<file path="src/rtl/ps2_pkg.sv">
// rtl/ps2_pkg.sv - shared state type, command bytes and timing helper for the PS/2 host block
package ps2_pkg;

    typedef enum logic [2:0] {
        IDLE,
        INHIBIT,
        RTS,
        DATA,
        ACK,
        WAIT_IDLE,
        DONE,
        FAIL
    } ps2_tx_state_e;

    localparam logic [7:0] PS2_CMD_SET_LEDS = 8'hED;
    localparam logic [7:0] PS2_CMD_ENABLE   = 8'hF4;
    localparam logic [7:0] PS2_CMD_RESET    = 8'hFF;
    localparam logic [7:0] PS2_CMD_RESEND   = 8'hFE;

    // data bits + parity + stop; the start bit is the request-to-send itself
    localparam int PS2_FRAME_BITS = 10;

    function automatic int ps2_cycles(input int clk_hz, input int amount, input int units_per_sec);
        return (clk_hz / units_per_sec) * amount;
    endfunction

endpackage

</file>
<file path="src/rtl/ps2_line_filter.sv">
// rtl/ps2_line_filter.sv - synchroniser, 8-sample stable filter and fall strobe for one PS/2 line
module ps2_line_filter (
    input  logic clk_sys,
    input  logic res_n_i,
    input  logic line_i,
    output logic level_o,
    output logic fall_o
);

    logic [1:0] sync_q, sync_d;
    logic [7:0] hist_q, hist_d;
    logic       level_q, level_d;
    logic       fall_q, fall_d;

    // an idle PS/2 bus floats high, so every stage resets to 1
    always_ff @(posedge clk_sys or negedge res_n_i) begin
        if (!res_n_i) begin
            sync_q  <= 2'b11;
            hist_q  <= 8'hFF;
            level_q <= 1'b1;
            fall_q  <= 1'b0;
        end else begin
            sync_q  <= sync_d;
            hist_q  <= hist_d;
            level_q <= level_d;
            fall_q  <= fall_d;
        end
    end

    always_comb begin
        sync_d  = {sync_q[0], line_i};
        hist_d  = {hist_q[6:0], sync_q[1]};
        level_d = level_q;
        if (&hist_q) begin
            level_d = 1'b1;
        end else if (~|hist_q) begin
            level_d = 1'b0;
        end
        fall_d = level_q & ~level_d;
    end

    assign level_o = level_q;
    assign fall_o  = fall_q;

endmodule

</file>
<file path="src/rtl/ps2_host_tx.sv">
// rtl/ps2_host_tx.sv - PS/2 host-to-device transmitter: request-to-send, framing, ACK check, timeouts
module ps2_host_tx
    import ps2_pkg::*;
#(
    parameter int CLK_HZ      = 24_000_000,
    parameter int INHIBIT_US  = 100,
    parameter int START_TO_MS = 15,
    parameter int XFER_TO_MS  = 2
) (
    input  logic       clk_sys,
    input  logic       res_n_i,
    input  logic [7:0] tx_data,
    input  logic       tx_valid,
    output logic       tx_ready,
    output logic       busy,
    output logic       done,
    output logic       err,
    input  logic       ps2_clk_i,
    input  logic       ps2_dat_i,
    output logic       ps2_clk_oe,
    output logic       ps2_dat_oe
);

    localparam int INH_CYC = ps2_cycles(CLK_HZ, INHIBIT_US, 1_000_000);
    localparam int ST_CYC  = ps2_cycles(CLK_HZ, START_TO_MS, 1_000);
    localparam int XF_CYC  = ps2_cycles(CLK_HZ, XFER_TO_MS, 1_000);
    localparam int MAX_CYC = (INH_CYC > ST_CYC) ? ((INH_CYC > XF_CYC) ? INH_CYC : XF_CYC)
                                                : ((ST_CYC > XF_CYC) ? ST_CYC : XF_CYC);
    localparam int TW      = $clog2(MAX_CYC) + 1;

    localparam logic [TW-1:0] T_ONE    = TW'(1);
    localparam logic [TW-1:0] INH_LAST = TW'(INH_CYC - 1);
    localparam logic [TW-1:0] INH_END  = TW'(INH_CYC);
    localparam logic [TW-1:0] ST_LAST  = TW'(ST_CYC - 1);
    localparam logic [TW-1:0] XF_LAST  = TW'(XF_CYC - 1);
    localparam logic [3:0]    LAST_BIT = 4'(PS2_FRAME_BITS);

    logic clk_lvl, clk_fall;
    logic dat_lvl;
    // the receiver consumes data-line falls; the transmitter only needs the level
    logic unused_dat_fall;

    ps2_line_filter u_clk_filter (
        .clk_sys (clk_sys),
        .res_n_i (res_n_i),
        .line_i  (ps2_clk_i),
        .level_o (clk_lvl),
        .fall_o  (clk_fall)
    );

    ps2_line_filter u_dat_filter (
        .clk_sys (clk_sys),
        .res_n_i (res_n_i),
        .line_i  (ps2_dat_i),
        .level_o (dat_lvl),
        .fall_o  (unused_dat_fall)
    );

    ps2_tx_state_e state_q, state_d;
    logic [TW-1:0] timer_q, timer_d;
    logic [9:0]    frame_q, frame_d;
    logic [3:0]    bit_idx_q, bit_idx_d;
    logic          dat_oe_q, dat_oe_d;
    logic          ack_q, ack_d;

    always_ff @(posedge clk_sys or negedge res_n_i) begin
        if (!res_n_i) begin
            state_q   <= IDLE;
            timer_q   <= '0;
            frame_q   <= '0;
            bit_idx_q <= '0;
            dat_oe_q  <= 1'b0;
            ack_q     <= 1'b0;
        end else begin
            state_q   <= state_d;
            timer_q   <= timer_d;
            frame_q   <= frame_d;
            bit_idx_q <= bit_idx_d;
            dat_oe_q  <= dat_oe_d;
            ack_q     <= ack_d;
        end
    end

    always_comb begin
        state_d   = state_q;
        timer_d   = timer_q;
        frame_d   = frame_q;
        bit_idx_d = bit_idx_q;
        dat_oe_d  = dat_oe_q;
        ack_d     = ack_q;

        case (state_q)
            IDLE: begin
                timer_d  = '0;
                dat_oe_d = 1'b0;
                if (tx_valid) begin
                    frame_d   = {1'b1, ~^tx_data, tx_data};
                    bit_idx_d = '0;
                    state_d   = INHIBIT;
                end
            end

            // start bit goes low one cycle before the clock is let go
            INHIBIT: begin
                timer_d = timer_q + T_ONE;
                if (timer_q == INH_LAST) begin
                    dat_oe_d = 1'b1;
                end
                if (timer_q == INH_END) begin
                    timer_d = '0;
                    state_d = RTS;
                end
            end

            RTS: begin
                timer_d = timer_q + T_ONE;
                if (clk_fall) begin
                    dat_oe_d  = ~frame_q[0];
                    frame_d   = {1'b0, frame_q[9:1]};
                    bit_idx_d = 4'd1;
                    timer_d   = '0;
                    state_d   = DATA;
                end else if (timer_q == ST_LAST) begin
                    dat_oe_d = 1'b0;
                    state_d  = FAIL;
                end
            end

            DATA: begin
                timer_d = timer_q + T_ONE;
                if (timer_q == XF_LAST) begin
                    dat_oe_d = 1'b0;
                    state_d  = FAIL;
                end else if (clk_fall) begin
                    if (bit_idx_q == LAST_BIT) begin
                        ack_d   = dat_lvl;
                        state_d = ACK;
                    end else begin
                        dat_oe_d  = ~frame_q[0];
                        frame_d   = {1'b0, frame_q[9:1]};
                        bit_idx_d = bit_idx_q + 4'd1;
                    end
                end
            end

            ACK: begin
                timer_d = timer_q + T_ONE;
                if (timer_q == XF_LAST || ack_q) begin
                    dat_oe_d = 1'b0;
                    state_d  = FAIL;
                end else begin
                    state_d = WAIT_IDLE;
                end
            end

            WAIT_IDLE: begin
                timer_d = timer_q + T_ONE;
                if (timer_q == XF_LAST) begin
                    dat_oe_d = 1'b0;
                    state_d  = FAIL;
                end else if (clk_lvl && dat_lvl) begin
                    state_d = DONE;
                end
            end

            DONE: begin
                timer_d = '0;
                state_d = IDLE;
            end

            FAIL: begin
                timer_d  = '0;
                dat_oe_d = 1'b0;
                state_d  = IDLE;
            end

            default: begin
                timer_d  = '0;
                dat_oe_d = 1'b0;
                state_d  = IDLE;
            end
        endcase
    end

    assign tx_ready   = (state_q == IDLE);
    assign busy       = (state_q == INHIBIT) || (state_q == RTS) || (state_q == DATA) ||
                        (state_q == ACK) || (state_q == WAIT_IDLE);
    assign done       = (state_q == DONE);
    assign err        = (state_q == FAIL);
    assign ps2_clk_oe = (state_q == INHIBIT);
    assign ps2_dat_oe = dat_oe_q;

endmodule

</file>
<file path="config.mk">
export PLATFORM = sky130hd
export DESIGN_NAME = ps2_host_tx
export DESIGN_NICKNAME = d
export VERILOG_FILES = /design/src/rtl/ps2_pkg.sv /design/src/rtl/ps2_line_filter.sv /design/src/rtl/ps2_host_tx.sv
export SDC_FILE = /design/constraint.sdc
export NUM_CORES = 1
export LEC_CHECK = 0
export BUFFER_PORTS_ARGS = -buffer_cell sky130_fd_sc_hd__buf_4
export CAP_MARGIN = 10
export CORE_UTILIZATION = 64
export DETAILED_ROUTE_END_ITERATION = 8
export HOLD_SLACK_MARGIN = 0.03
export PLACE_DENSITY = 0.83
export SLEW_MARGIN = 5
export SYNTH_ARGS = -nofsm -noshare
export SYNTH_HDL_FRONTEND = slang
export SYNTH_HIERARCHICAL = 1
export SYNTH_SLANG_ARGS = --single-unit
</file>
<file path="constraint.sdc">
create_clock -name clk_sys -period 3.3 [get_ports clk_sys]
set_input_delay 0 -clock clk_sys [delete_from_list [all_inputs] [get_ports clk_sys]]
set_output_delay 0 -clock clk_sys [all_outputs]
set_load 0.1 [all_outputs]
</file>
==> results_dict.tcl, run 1 <==
set metrics [dict create \
    outcome "completed" \
    grt_max_degree 63 \
    path_class "reg2reg" \
    clock_latency_ns 0.33 \
    clock-root-buffer "clkbuf_8" \
    cp-end-kind "flip-flop" \
    dp_slack_ns 1.01 \
    maxSlewHeadroom_pct 51.2 \
    grt_pass1_wl_mm 10.0 \
    avgSynthCellArea_um2 10.0 \
    path_cells "ha_1 > and4_1 > nand2_1 > nor4_4 > o21ai_1 > o41ai_2 > o41ai_1" \
    slowest_stage "dfrtp_1" \
    synthCells 296 \
    start_kind "flip-flop" \
    cts.sinks 62 \
    fp.dieW_um 70.0 \
    vdd.ir_drop.worst_uv 476 \
    core-area_um2 4410 \
    r2r_cells 7 \
    antenna_found_initial 0 \
    io_pins 19 \
    hpwl_mm 3.75 \
    nNetsFinal 345 \
    finalSetupTns_ns 0 \
    arrival_ns 2.50 \
    grt_pass1_vias 2246 \
    setup_ws_ns 1.00 \
    cpPeakStageDelay_ns 0.40 \
    wl_per_cell_um 14.7 \
    die_y_um 70.0 \
    stdcell_area_um2 3470 \
    period_share_pct 69.6 \
    yosys_warnings 6 \
    clock_path_buffers 2 \
    p_leak_uw 0.00144 \
    synth_area_um2 2960 \
    vias_per_cell 5.76 \
    fin_skew_ns 0.00847 \
    drv_slew 0 \
    hold_viol 0 \
    routed_wirelength_mm 5.66 \
    path_buf_inv 0 \
    port_buffers 18 \
    r2r_end "state_q[0]$_DFFE_PN0P_" \
    fillers 290 \
    reg2reg_slack_ns 1.00 \
    die_area_um2 4910 \
    fmax_ghz 0.435 \
    track_usage_pct 26.4 \
    hold_class "in2async" \
    grt-ovfl-total 0 \
    timing.hold.ws_ns 0.270 \
    cts_tree "yes" \
    crit_family "simple AND/OR/NAND/NOR gates" \
    drtIter0Drc 206 \
    path_clk_slew_ns 0.06 \
    tightest_slew_ns 0.731 \
    start_util_pct 67.1 \
    setup_viol 0 \
    worstPathRequired_ns 3.50 \
    antenna_cells 0 \
    powerDensity_nw_per_um2 781 \
    drt-pass1-iter-count 5 \
    syn_to_final_growth_pct 17.0 \
    path_max_fanout 7 \
    via_count 2219 \
    post-route-min-period_ns 2.30 \
    final_layout_size_suffix_gt1_share_pct 20.7 \
    drc 0 \
    rsz0062_at_grt "no" \
    reg2reg_from "timer_q[0]$_DFF_PN0_" \
    rows 24 \
    place_congestion 0.935 \
    dpl-instance-area_um2 3140 \
    cts_buffers 9 \
    htreeDepth 3 \
    max-cap-violations 0 \
    antenna_left 0 \
    cts.repair.resized 0 \
    syn-num-nets 313 \
]
-- report_power, final --
group / switching (µW) / internal [µW]
sequential: 170 / 910
clock: 273 / 389
combinational: 636 / 328
-- area by class of cell --
| class | count | area (µm²) | area share, % |
|---|---|---|---|
| Tap cell | 52 | 65.1 | 1.88 |
| Multi-Input combinational cell | 213 | 1310 | 37.8 |
| Clock buffer | 13 | 159 | 4.58 |
| Timing Repair Buffer | 33 | 278 | 8.01 |
| Sequential cell | 62 | 1580 | 45.6 |
| Inverter | 9 | 33.8 | 0.975 |
| Clock inverter | 3 | 42.5 | 1.23 |
-- flip-flops by register name, indices dropped and copies added (netlist names) --
register / cells
ack_q: 1
u_dat_filter/sync_q: 2
u_clk_filter/hist_q: 8
ps2_dat_oe: 1
u_dat_filter/level_o: 1
u_clk_filter/level_o: 1
frame_q: 10
u_clk_filter/sync_q: 2
bit_idx_q: 4
u_clk_filter/fall_o: 1
state_q: 3
timer_q: 20
u_dat_filter/hist_q: 8
-- how the worst max path moves through the flow --
| stage | endpoint | start | slack, ns | depth (start not counted) |
|---|---|---|---|---|
| 2_1_floorplan | bit_idx_q[1]$_DFFE_PN0P_ | state_q[0]$_DFFE_PN0P_ | 0.34 | 6 |
| 3_3_place_gp | state_q[0]$_DFFE_PN0P_ | timer_q[0]$_DFF_PN0_ | 1.14 | 7 |
| 3_5_place_dp | state_q[0]$_DFFE_PN0P_ | timer_q[0]$_DFF_PN0_ | 1.01 | 7 |
| 4_1_cts | state_q[0]$_DFFE_PN0P_ | timer_q[0]$_DFF_PN0_ | 1.01 | 7 |
| 5_1_grt | frame_q[0]$_DFFE_PN0P_ | state_q[1]$_DFFE_PN0P_ | 0.76 | 7 |
| 6_report | state_q[0]$_DFFE_PN0P_ | timer_q[0]$_DFF_PN0_ | 1.00 | 7 |
-- routing by layer --
metal	part of all wire, %	GRT usage, %	vias to the layer above
met5	0	0	-
met4	1.6	11.8	0
met3	3.8	7.65	12
met2	48	42.4	53
met1	46	33.1	1067
li1	-	-	1087
-- per-stage QoR --
stage | instances | total power [µW] | utilization, %
floorplan | 296 | 1800 | -
global placement | 357 | 2000 | 71.2
detailed placement | 357 | 2040 | 71.2
CTS | 385 | 2730 | 78.5
global route | 385 | 2870 | 78.5
finish | 385 | 2710 | 78.5
-- layout by cell type, fill, tap and decap left out, types with 2 or more instances in the layout --
cell            n
dfstp_2        22
clkbuf_8       11
and2_1          3
inv_1           9
mux2_1          2
nor3_1          6
dlygate4sd3_1  12
or2_1           2
xnor2_1        15
o21ai_1         5
nand3_1        11
buf_4          21
nor4_2          4
nand2_1        34
xor2_1         11
nor2_1         44
dfrtp_1        40
and4_1          2
nor2b_1         2
nand4_1         9
and3_1          5
ha_1            4
a31oi_1         8
o21ai_0         6
clkbuf_1        2
nand2b_1        4
a21oi_1         8
nor4_1          2
a21oi_2         2
nor4b_1         2
o2bb2ai_1       2
-- what timing repair did --
item	in CTS	in global routing
setup endpoints to repair	0	0
setup buffers	0	0
hold endpoints to repair	51	0
hold buffers	12	0
Power figures use the tool's default switching activity.
==> inputs of run 2 (changes only) <==
CORE_UTILIZATION = 54   (was 64)
PLACE_DENSITY = 0.75   (was 0.83)
clock period = 1.95 ns   (was 3.3 ns; I/O delays follow)
==> results_dict.tcl, run 2 (synthesized netlist as in run 1, its figures left out) <==
set metrics [dict create \
    setup_viol 14 \
    drc 0 \
    io_pins 19 \
    nNetsFinal 394 \
    grt_pass1_wl_mm 11.0 \
    reg2reg_slack_ns -0.18 \
    routed_wirelength_mm 7.25 \
    timing.hold.ws_ns 0.274 \
    vias_per_cell 5.52 \
    clock_path_buffers 2 \
    cpPeakStageDelay_ns 0.42 \
    syn_to_final_growth_pct 40.0 \
    largest_reg_flops 20 \
    arrival_ns 2.34 \
    path_cells "ha_2 > and4_4 > nand2_4 > buf_6 > nor4_4 > buf_4 > o21ai_2 > o41ai_2 > o41ai_2" \
    maxSlewHeadroom_pct 49.9 \
    cts_buffers 9 \
    cp-end-kind "flip-flop" \
    grt_max_degree 63 \
    die_area_um2 5790 \
    worstPathRequired_ns 2.17 \
    post-route-min-period_ns 2.13 \
    largest-register "timer_q" \
    cts_tree "yes" \
    htreeDepth 3 \
    cts.sinks 62 \
    vdd.ir_drop.worst_uv 1150 \
    violations "negative setup slack" \
    antenna_found_initial 0 \
    via_count 2493 \
    crit_top_cell "o41ai_2" \
    rows 26 \
    die_y_um 76.1 \
    path_class "reg2reg" \
    drtIter0Drc 104 \
    slowest_stage "o41ai_2" \
    antenna_left 0 \
    wl_per_cell_um 16.0 \
    r2r_cells 9 \
    antenna_cells 0 \
    start_kind "flip-flop" \
    fp.dieW_um 76.1 \
    drv_slew 0 \
    grt-ovfl-total 0 \
    final_cell_mix "buf_4 (64), dfrtp_1 (40), nor2_1 (34)" \
    r2r_end "state_q[0]$_DFFE_PN0P_" \
    track_usage_pct 24.6 \
    hpwl_mm 4.29 \
    core-area_um2 5200 \
    place_congestion 0.859 \
    clock_latency_ns 0.35 \
    tightest_slew_ns 0.752 \
    fmax_ghz 0.470 \
    start_util_pct 56.9 \
    dpl-instance-area_um2 3490 \
    path_clk_slew_ns 0.07 \
    outcome "finished with violations" \
    path_max_fanout 3 \
    hold_viol 0 \
    final_layout_size_suffix_gt1_share_pct 39.3 \
    period_share_pct 109 \
    reg_top3 "timer_q x20, frame_q x10" \
    port_buffers 18 \
    max-cap-violations 0 \
    p_leak_uw 0.00178 \
    fin_skew_ns 0.00954 \
    hold_class "in2async" \
    fillers 332 \
    final_common_cell "buf_4" \
    drt-pass1-iter-count 4 \
    powerDensity_nw_per_um2 1330 \
    setup_ws_ns -0.176 \
    reg2reg_from "timer_q[1]$_DFF_PN0_" \
    stdcell_area_um2 4150 \
    grt_pass1_vias 2381 \
    rsz0062_at_grt "yes" \
    clock-root-buffer "clkbuf_8" \
]
## run 2: cell count changes in the layout (fill, tap and decap cells not counted), sizes merged
cell    previous run  this run
buf               21        68
clkbuf            13        15
bufinv             1         2
inv                9         8
## run 2: area by class of cell
cell class              instances  area [µm²]  area share (%)
well taps                      70        87.6            2.11
flip-flops and latches         62        1580            38.1
inverters                       9        37.5           0.905
multi-input cells             213        1510            36.3
repair buffers                 82         704            17.0
clock inverters                 3        65.1            1.57
clock buffers                  13         169            4.07
## run 2: worst max path at each step
stage                           start                        to  slack (ns)
2_1_floorplan  state_q[0]$_DFFE_PN0P_  bit_idx_q[1]$_DFFE_PN0P_       -0.31
3_3_place_gp    timer_q[14]$_DFF_PN0_    ps2_dat_oe$_DFFE_PN0P_       -0.04
3_5_place_dp    timer_q[14]$_DFF_PN0_    ps2_dat_oe$_DFFE_PN0P_       -0.12
4_1_cts         timer_q[19]$_DFF_PN0_    ps2_dat_oe$_DFFE_PN0P_       -0.11
5_1_grt          timer_q[1]$_DFF_PN0_    state_q[0]$_DFFE_PN0P_       -0.27
6_report         timer_q[1]$_DFF_PN0_    state_q[0]$_DFFE_PN0P_       -0.18
## run 2: through the flow
| step | std cells | setup TNS (ns) | power, µW | worst slack [ns] | util [%] |
|---|---|---|---|---|---|
| final | 452 | -0.773 | 5510 | -0.176 | 79.7 |
| after global routing | 452 | -2.23 | 5780 | -0.269 | 79.7 |
| after detailed placement | 411 | -0.189 | 3740 | -0.116 | 67.0 |
| after CTS | 442 | -0.169 | 5090 | -0.112 | 74.3 |
| after floorplan | 296 | -4.39 | 3140 | -0.309 | - |
| after global placement | 411 | -0.0434 | 3680 | -0.0434 | 67.0 |
## run 2: repair_timing
action,4_1_cts,5_1_grt
endpoints found under the setup margin,3,20
endpoints found under the hold margin,51,0
hold buffers,12,0
gates resized for setup,0,40
gates cloned,0,3
pin swaps,2,6
buffers inserted,3,8
## run 2: routing by layer
layer  GRT usage, %  vias up  share of wire [%]
met5              0        -                  0
met4           6.35        0                1.3
met3           8.38       12                3.6
met2           40.6       51                 51
met1           31.0     1241                 44
li1               -     1189                  -
## run 2: worst max-delay path, delay by kind of cell (launching register included)
| kind | cells | cell delay, ns |
|---|---|---|
| AOI/OAI and AO/OA | 3 | 0.65 |
| adders and majority gates | 1 | 0.18 |
| buffers and inverters | 2 | 0.30 |
| DFF | 1 | 0.36 |
| and+or+nand+nor | 3 | 0.50 |
## run 2: report_power, final
group	leakage (µW)	internal (µW)	switching (µW)
registers	0.000749	1540	268
logic	0.000911	955	1430
clock network	0.000120	823	493
total	0.00178	3320	2190
